===== src/rtl/imul_var_lat_param.sv =====
// Iterative integer multiplier with val/rdy request and response interfaces.
// Supports MUL, MULH, MULHSU and MULHU. Latency varies with the multiplier:
// runs of zero bits are skipped (up to MAX_SKIP per cycle), and the operation
// ends as soon as the remaining multiplier is zero.
//
// Ports:
//   clk       clock, all state on posedge
//   reset     synchronous active-high reset
//   req_val   request valid
//   req_rdy   request ready (high only in IDLE, low during reset)
//   req_msg   {op[1:0], a[NBITS-1:0], b[NBITS-1:0]}
//   resp_val  response valid (high only in DONE, low during reset)
//   resp_rdy  response ready
//   resp_msg  selected product half, zero outside DONE
module imul_var_lat_param #(
  parameter int unsigned NBITS    = 32,
  parameter int unsigned MAX_SKIP = 4
) (
  input  logic               clk,
  input  logic               reset,
  input  logic               req_val,
  output logic               req_rdy,
  input  logic [2*NBITS+1:0] req_msg,
  output logic               resp_val,
  input  logic               resp_rdy,
  output logic [NBITS-1:0]   resp_msg
);

  localparam int unsigned W2  = 2 * NBITS;
  localparam int unsigned SkW = $clog2(MAX_SKIP + 1);

  typedef enum logic [1:0] {StIdle, StCalc, StDone} state_e;

  state_e            state_q, state_d;
  logic [W2-1:0]     areg_q, areg_d;
  logic [W2-1:0]     acc_q, acc_d;
  logic [NBITS-1:0]  breg_q, breg_d;
  logic              neg_q, neg_d;
  logic [1:0]        op_q, op_d;

  logic [1:0]        op_in;
  logic [NBITS-1:0]  a_in, b_in, a_abs, b_abs;
  logic              a_neg, b_neg;
  logic [SkW-1:0]    skip;
  logic [W2-1:0]     prod;

  assign op_in = req_msg[W2+1:W2];
  assign a_in  = req_msg[W2-1:NBITS];
  assign b_in  = req_msg[NBITS-1:0];

  // a is signed for MULH/MULHSU, b only for MULH. MUL is treated as unsigned:
  // the low half is the same either way and |b| keeps its full bit pattern.
  assign a_neg = ((op_in == 2'b01) || (op_in == 2'b10)) && a_in[NBITS-1];
  assign b_neg = (op_in == 2'b01) && b_in[NBITS-1];
  // Negating the most negative value yields 2^(NBITS-1), exact as unsigned.
  assign a_abs = a_neg ? -a_in : a_in;
  assign b_abs = b_neg ? -b_in : b_in;

  // Trailing-zero count of breg, saturated at MAX_SKIP.
  always_comb begin
    skip = SkW'(MAX_SKIP);
    for (int i = int'(MAX_SKIP) - 1; i >= 0; i--) begin
      if (breg_q[i]) skip = SkW'(i);
    end
  end

  always_comb begin
    state_d = state_q;
    areg_d  = areg_q;
    acc_d   = acc_q;
    breg_d  = breg_q;
    neg_d   = neg_q;
    op_d    = op_q;
    case (state_q)
      StIdle: begin
        if (req_val) begin
          areg_d  = {{NBITS{1'b0}}, a_abs};
          breg_d  = b_abs;
          acc_d   = '0;
          neg_d   = a_neg ^ b_neg;
          op_d    = op_in;
          state_d = StCalc;
        end
      end
      StCalc: begin
        if (breg_q == '0) begin
          state_d = StDone;
        end else if (breg_q[0]) begin
          acc_d  = acc_q + areg_q;
          areg_d = areg_q << 1;
          breg_d = breg_q >> 1;
        end else begin
          areg_d = areg_q << skip;
          breg_d = breg_q >> skip;
        end
      end
      StDone: begin
        if (resp_rdy) state_d = StIdle;
      end
      default: state_d = StIdle;
    endcase
  end

  always_ff @(posedge clk) begin
    if (reset) begin
      state_q <= StIdle;
      areg_q  <= '0;
      acc_q   <= '0;
      breg_q  <= '0;
      neg_q   <= 1'b0;
      op_q    <= 2'b00;
    end else begin
      state_q <= state_d;
      areg_q  <= areg_d;
      acc_q   <= acc_d;
      breg_q  <= breg_d;
      neg_q   <= neg_d;
      op_q    <= op_d;
    end
  end

  // Handshake outputs come from the state register; reset only masks them.
  assign req_rdy  = (state_q == StIdle) && !reset;
  assign resp_val = (state_q == StDone) && !reset;

  assign prod = neg_q ? -acc_q : acc_q;

  // Forced to zero outside DONE so partial sums never appear on the bus.
  always_comb begin
    resp_msg = '0;
    if (state_q == StDone) begin
      resp_msg = (op_q == 2'b00) ? prod[NBITS-1:0] : prod[W2-1:NBITS];
    end
  end

endmodule


===== config.mk =====
export PLATFORM = sky130hd
export DESIGN_NAME = imul_var_lat_param
export DESIGN_NICKNAME = d
export VERILOG_FILES = /design/src/rtl/imul_var_lat_param.sv
export SDC_FILE = /design/constraint.sdc
export NUM_CORES = 1
export LEC_CHECK = 0
export ABC_AREA = 1
export CAP_MARGIN = 20
export CORE_MARGIN = 5
export CORE_UTILIZATION = 57
export DETAILED_ROUTE_END_ITERATION = 7
export HOLD_SLACK_MARGIN = 0.05
export PLACE_DENSITY = 0.75
export SETUP_SLACK_MARGIN = 0.2
export SYNTH_ARGS = -nofsm -noshare
export SYNTH_HDL_FRONTEND = slang
export SYNTH_SLANG_ARGS = --single-unit
export TNS_END_PERCENT = 50

===== constraint.sdc =====
create_clock -name clk -period 1.9 [get_ports clk]
set_input_delay 0.19 -clock clk [delete_from_list [all_inputs] [get_ports clk]]
set_output_delay 0.19 -clock clk [all_outputs]
set_load 0.01 [all_outputs]

==> results of run 1 <==
## cells in the mapped netlist, types with 38 or more instances
cell / instances
nor2_1: 350
inv_1: 600
o21ai_1: 53
dfxtp_1: 165
nand2_1: 1262
nand4_1: 45
a21oi_1: 297
clkbuf_1: 95
o21ai_0: 269
nor3_1: 38
nand3_1: 377
o211ai_1: 55
ha_1: 67
buf_2: 39
## through the flow
step / cells / area [um2]
global placement: 4934 / 26600
detailed placement: 4934 / 26600
CTS: 5047 / 30800
floorplan: 3893 / 20700
## routing by layer
metal	global-route usage, %	overflow
met1	85.2	11
met2	104	621
met3	76.3	26
met4	96.5	299
met5	50.1	2
## logic make-up after synthesis
group                      share of synthesized area, %
AOI/OAI and AO/OA                                  19.2
xor gates and xnor gates                           1.39
adders and majority gates                          4.24
buffers and inverters                              14.8
DFF                                                16.3
muxes                                             0.544
and+or+nand+nor                                    43.5
## what timing repair did
action                                  4_1_cts
pin swaps                                   232
hold buffers                                  0
gates resized for setup                     841
cloned                                       17
endpoints found under the setup margin      196
setup buffers                                65
==> results.md, run 1 <==
* Number of synthesized flops with an enable pin at 0
* Core Rows at 69
* Max Buffers Root-to-Sink at 2
* Cell Area, Synth at 20200 um2
* Largest area contributor in the netlist: nand2_1
* Post-synthesis cell count at 3893
* # port buffers at 103
* Sink Count at 165
* Flops & latches, synth at 165
* Die Y at 198 um
* Share of the yosys chip area belonging to registers at 16.3%
* Chip width at 198 um
* Stopped at: global routing (5_1_grt)
* Synth warnings at 0
* GRT overflow at 959
* Worst_ep kind: primary output
* Worst endpoint, post-GRT repair: resp_msg[31]
* H-tree depth at 4
* Overall routing resource usage at 89.2%
* Ranking of synthesized cells by area: nand2_1 23%, dfxtp_1 16%, inv_1 11%, nand3_1 9.3%, a21oi_1 7.3%
* Most used DFF post-synth: dfxtp_1
* Inserted Clock Buffers at 17
* Mapped Nets at 4031
* Clock root cell: clkbuf_16
* Starting density of the core at 57.3%
* Top-level I/O count at 104
* Syn Area/Cell at 5.20 um2
* Largest net degree at the start of global routing at 74
* Synth unique cells at 45
* Global placer's final weighted congestion at 1.06
* Error msg: [ERROR GRT-0232] Routing congestion too high. Check the congestion heatmap in the GUI.
* Synth top area share at 23.4%
* Fraction of registers with async set/reset at 0%
* Status: stopped before the end
* Dpl ws at -0.640 ns
* DP Wirelength at 65400 um
==> inputs of run 2 (changes only) <==
- CORE_UTILIZATION: 57 -> 40
- HOLD_SLACK_MARGIN: 0.05 -> unset
- PLACE_DENSITY: 0.75 -> unset
- PLACE_DENSITY_LB_ADDON: unset -> 0.15
- SETUP_SLACK_MARGIN: 0.2 -> unset
- clock period: 1.9 -> 2.5 ns (I/O delays scaled with it)
==> run 2 against run 1 <==
- the flow now finishes, with violations (setup timing)
- synthesized area stayed put
- synthesized cell count stayed put
==> results.md, run 2 <==
* CP peak stage delay at 0.39 ns
* Setup crit start kind: flop
* Post-Route WL at 82700 um
* Starting density of the core at 40.4%
* Synth warnings at 0
* CP Depth at 8
* Most used DFF post-synth: dfxtp_1
* Die area at 55200 um2
* Global placer's final weighted congestion at 0.989
* Slowest CP cell: o21ai_0
* RSZ-0062 raised after global routing: true
* Setup crit start: acc_q[35]
* Largest net degree at the start of global routing at 79
* Crit Path Max Fanout at 4
* Status: finished, violations left
* Fin crit share at 104%
* Antenna Cells at 0
* Slew @ Worst Pin at 0.832 ns
* Tot Pwr at 11.1 mW
* Max IR drop VDD at 389 uV
* Clk_lat worst skew at 0.47 ns
* Most frequent cells in the layout: 1207 x nand2_1, 567 x inv_1, 337 x nand3_1, 324 x buf_4, 280 x a21oi_1
* Share of the yosys chip area belonging to registers at 16.3%
* Number of synthesized flops with an enable pin at 0
* Post-synthesis cell count at 3893
* Sequential share of power at 28.0%
* Top-level I/O count at 104
* Crit path kind: flop to output port
* CP Buf/Inv Count at 3
* Number of vias per cell at 5.28
* Max Clock Skew at 0.0168 ns
* Fin util at 51.7%
* Mapped Nets at 4031
* # port buffers at 103
* # setup viols final at 19
* Cell internal pwr at 6.16 mW
* Largest delay share family, worst path: compound AO/OA/AOI/OAI gates
* Initial antenna violation count at 0
* Inserted Clock Buffers at 17
* Dpl ws at -0.239 ns
* Most common cell after layout, fill and taps aside: nand2_1
* CTS tree: built
* Pwr per Cell Area at 430 nW/um2
* # fillers at 5528
* DP Wirelength at 64900 um
* Layout cells sized above 1 at 17.1%
* Most common cell in the netlist: nand2_1
* DR pass1 iterations at 6
* H-tree depth at 4
* Leakage power total at 13.3 nW
* Core Rows at 82
* First-pass GRT wire length at 128000 um
* Vias at 25836
* Synth top area share at 23.4%
* Sw frac at 44.6%
* Cell Area, Synth at 20200 um2
* Max Buffers Root-to-Sink at 2
* Ranking of synthesized cells by area: nand2_1 23%, dfxtp_1 16%, inv_1 11%, nand3_1 9.3%, a21oi_1 7.3%
* Core ar. at 50100 um2
* Final hold violations at 0
* Clock root cell: clkbuf_16
* Design area at 25900 um2
* Sink Count at 165
* Number of global-route vias before repair at 23404
* Setup WS post-layout at -0.106 ns
* CP endpoint kind: output port
* Worst EP arrival at 2.36 ns
* Die Y at 235 um
* FF-to-FF End: acc_q[20]
* Rel. slew slack at 44.5%
* Area used by multi-input combinational logic at 15000 um2
* Power share of the clock group at 22.3%
* Failing checks: setup timing
* Synth top cells by count: 1262 x nand2_1, 600 x inv_1, 377 x nand3_1, 350 x nor2_1, 297 x a21oi_1
* Largest area contributor in the netlist: nand2_1
* Area delta synth->final at 27.9%
* Synth unique cells at 45
* R2R cell count at 12
* Sequential Area at 3360 um2
* GRT overflow at 0
* Critical Path Sink: resp_msg[26]
* Clock-pin slew on the worst setup and hold paths at 0.07 ns
* P_sw at 4.96 mW
* Req. time, crit path at 2.25 ns
* Post-route minimum period at 2.61 ns
* TNS Setup at -0.653 ns
* Overall routing resource usage at 28.5%
* Slew Limit Fails at 0
* R2R Setup Slk at 0.10 ns
* Fmax at 384 MHz
* Drt drc at 0
* Crit-path cells: inv_2 -> nand4_1 -> buf_4 -> o21ai_0 -> nand3_2 -> xnor2_1 -> a21oi_1 -> buf_2
* Initial drt markers at 2618
* Final Net Count at 4353
* Logic pwr share at 49.7%
* DR WL/cell at 16.9 um
* Fraction of registers with async set/reset at 0%
* Post-route ant nets at 0
* Max Cap Violations at 0
* Worst r2r src: acc_q[0]
* Chip width at 235 um
* Post-DP Area at 24100 um2
* Syn Area/Cell at 5.20 um2
* Hold Crit Class: input pin to flop
* Largest regs: acc_q (64), areg_q (64), breg_q (32)
* Flops & latches, synth at 165
## run 2: cell counts after synthesis
No cell type changed its count.
## run 2: how the worst min path moves through the flow
stage                      startpoint         end  slack, ns  cells after the start
after floorplan           req_msg[64]     op_q[0]       0.38                      2
after global routing            reset  breg_q[31]       0.26                      2
final                           reset  state_q[1]       0.27                      2
after CTS                       reset  state_q[1]       0.25                      2
after global placement     breg_q[31]  breg_q[31]       0.48                      2
after detailed placement   breg_q[31]  breg_q[31]       0.49                      2
## run 2: per-layer routing
| layer | routed length, um | vias up | share of wire, % | GRT usage, % |
|---|---|---|---|---|
| met5 | 0 | - | 0 | 0 |
| met4 | 2800 | 0 | 3.4 | 9.33 |
| met3 | 5750 | 133 | 7.0 | 3.60 |
| met2 | 37000 | 872 | 45 | 46.0 |
| met1 | 37100 | 11719 | 45 | 39.4 |
| li1 | - | 13112 | - | - |
## run 2: cell families after synthesis
kind of cell    share of synthesized area (%)
compound gates                           19.2
flops                                    16.3
mux                                     0.544
buf+inv                                  14.8
xor+xnor                                 1.39
simple gates                             43.5
fa+ha+maj                                4.24
## run 2: per-stage QoR
step / hold WS [ns] / cells
after floorplan: 0.385 / 3893
after global placement: 0.483 / 4841
after detailed placement: 0.488 / 4841
after CTS: 0.255 / 4887
after global routing: 0.263 / 4897
final: 0.267 / 4897
## run 2: timing repair
action                                  CTS  global route
gates resized for setup                 251           259
hold buffers                              0             0
pin swaps                                47            81
endpoints found under the setup margin   32           121
buffers inserted                         17            12
## run 2: final cells by class
class / count / area share [%]
timing repair buffer: 462 / 15.0
inverter: 606 / 8.92
clock inverter: 8 / 0.218
sequential: 165 / 13.0
tap: 672 / 3.25
multi-input combinational: 2963 / 57.9
clock buffer: 21 / 1.74
## run 2: power groups by stage
stage	Combinational [mW]	Sequential (mW)	Clock [mW]
detailed placement	5.01	3.17	0
global route	6.10	3.14	2.63
CTS	5.21	3.12	2.52
finish	5.53	3.11	2.48
global placement	5.01	3.17	0
floorplan	3.38	3.05	0
No activity file was read; power rests on OpenSTA's default activity.
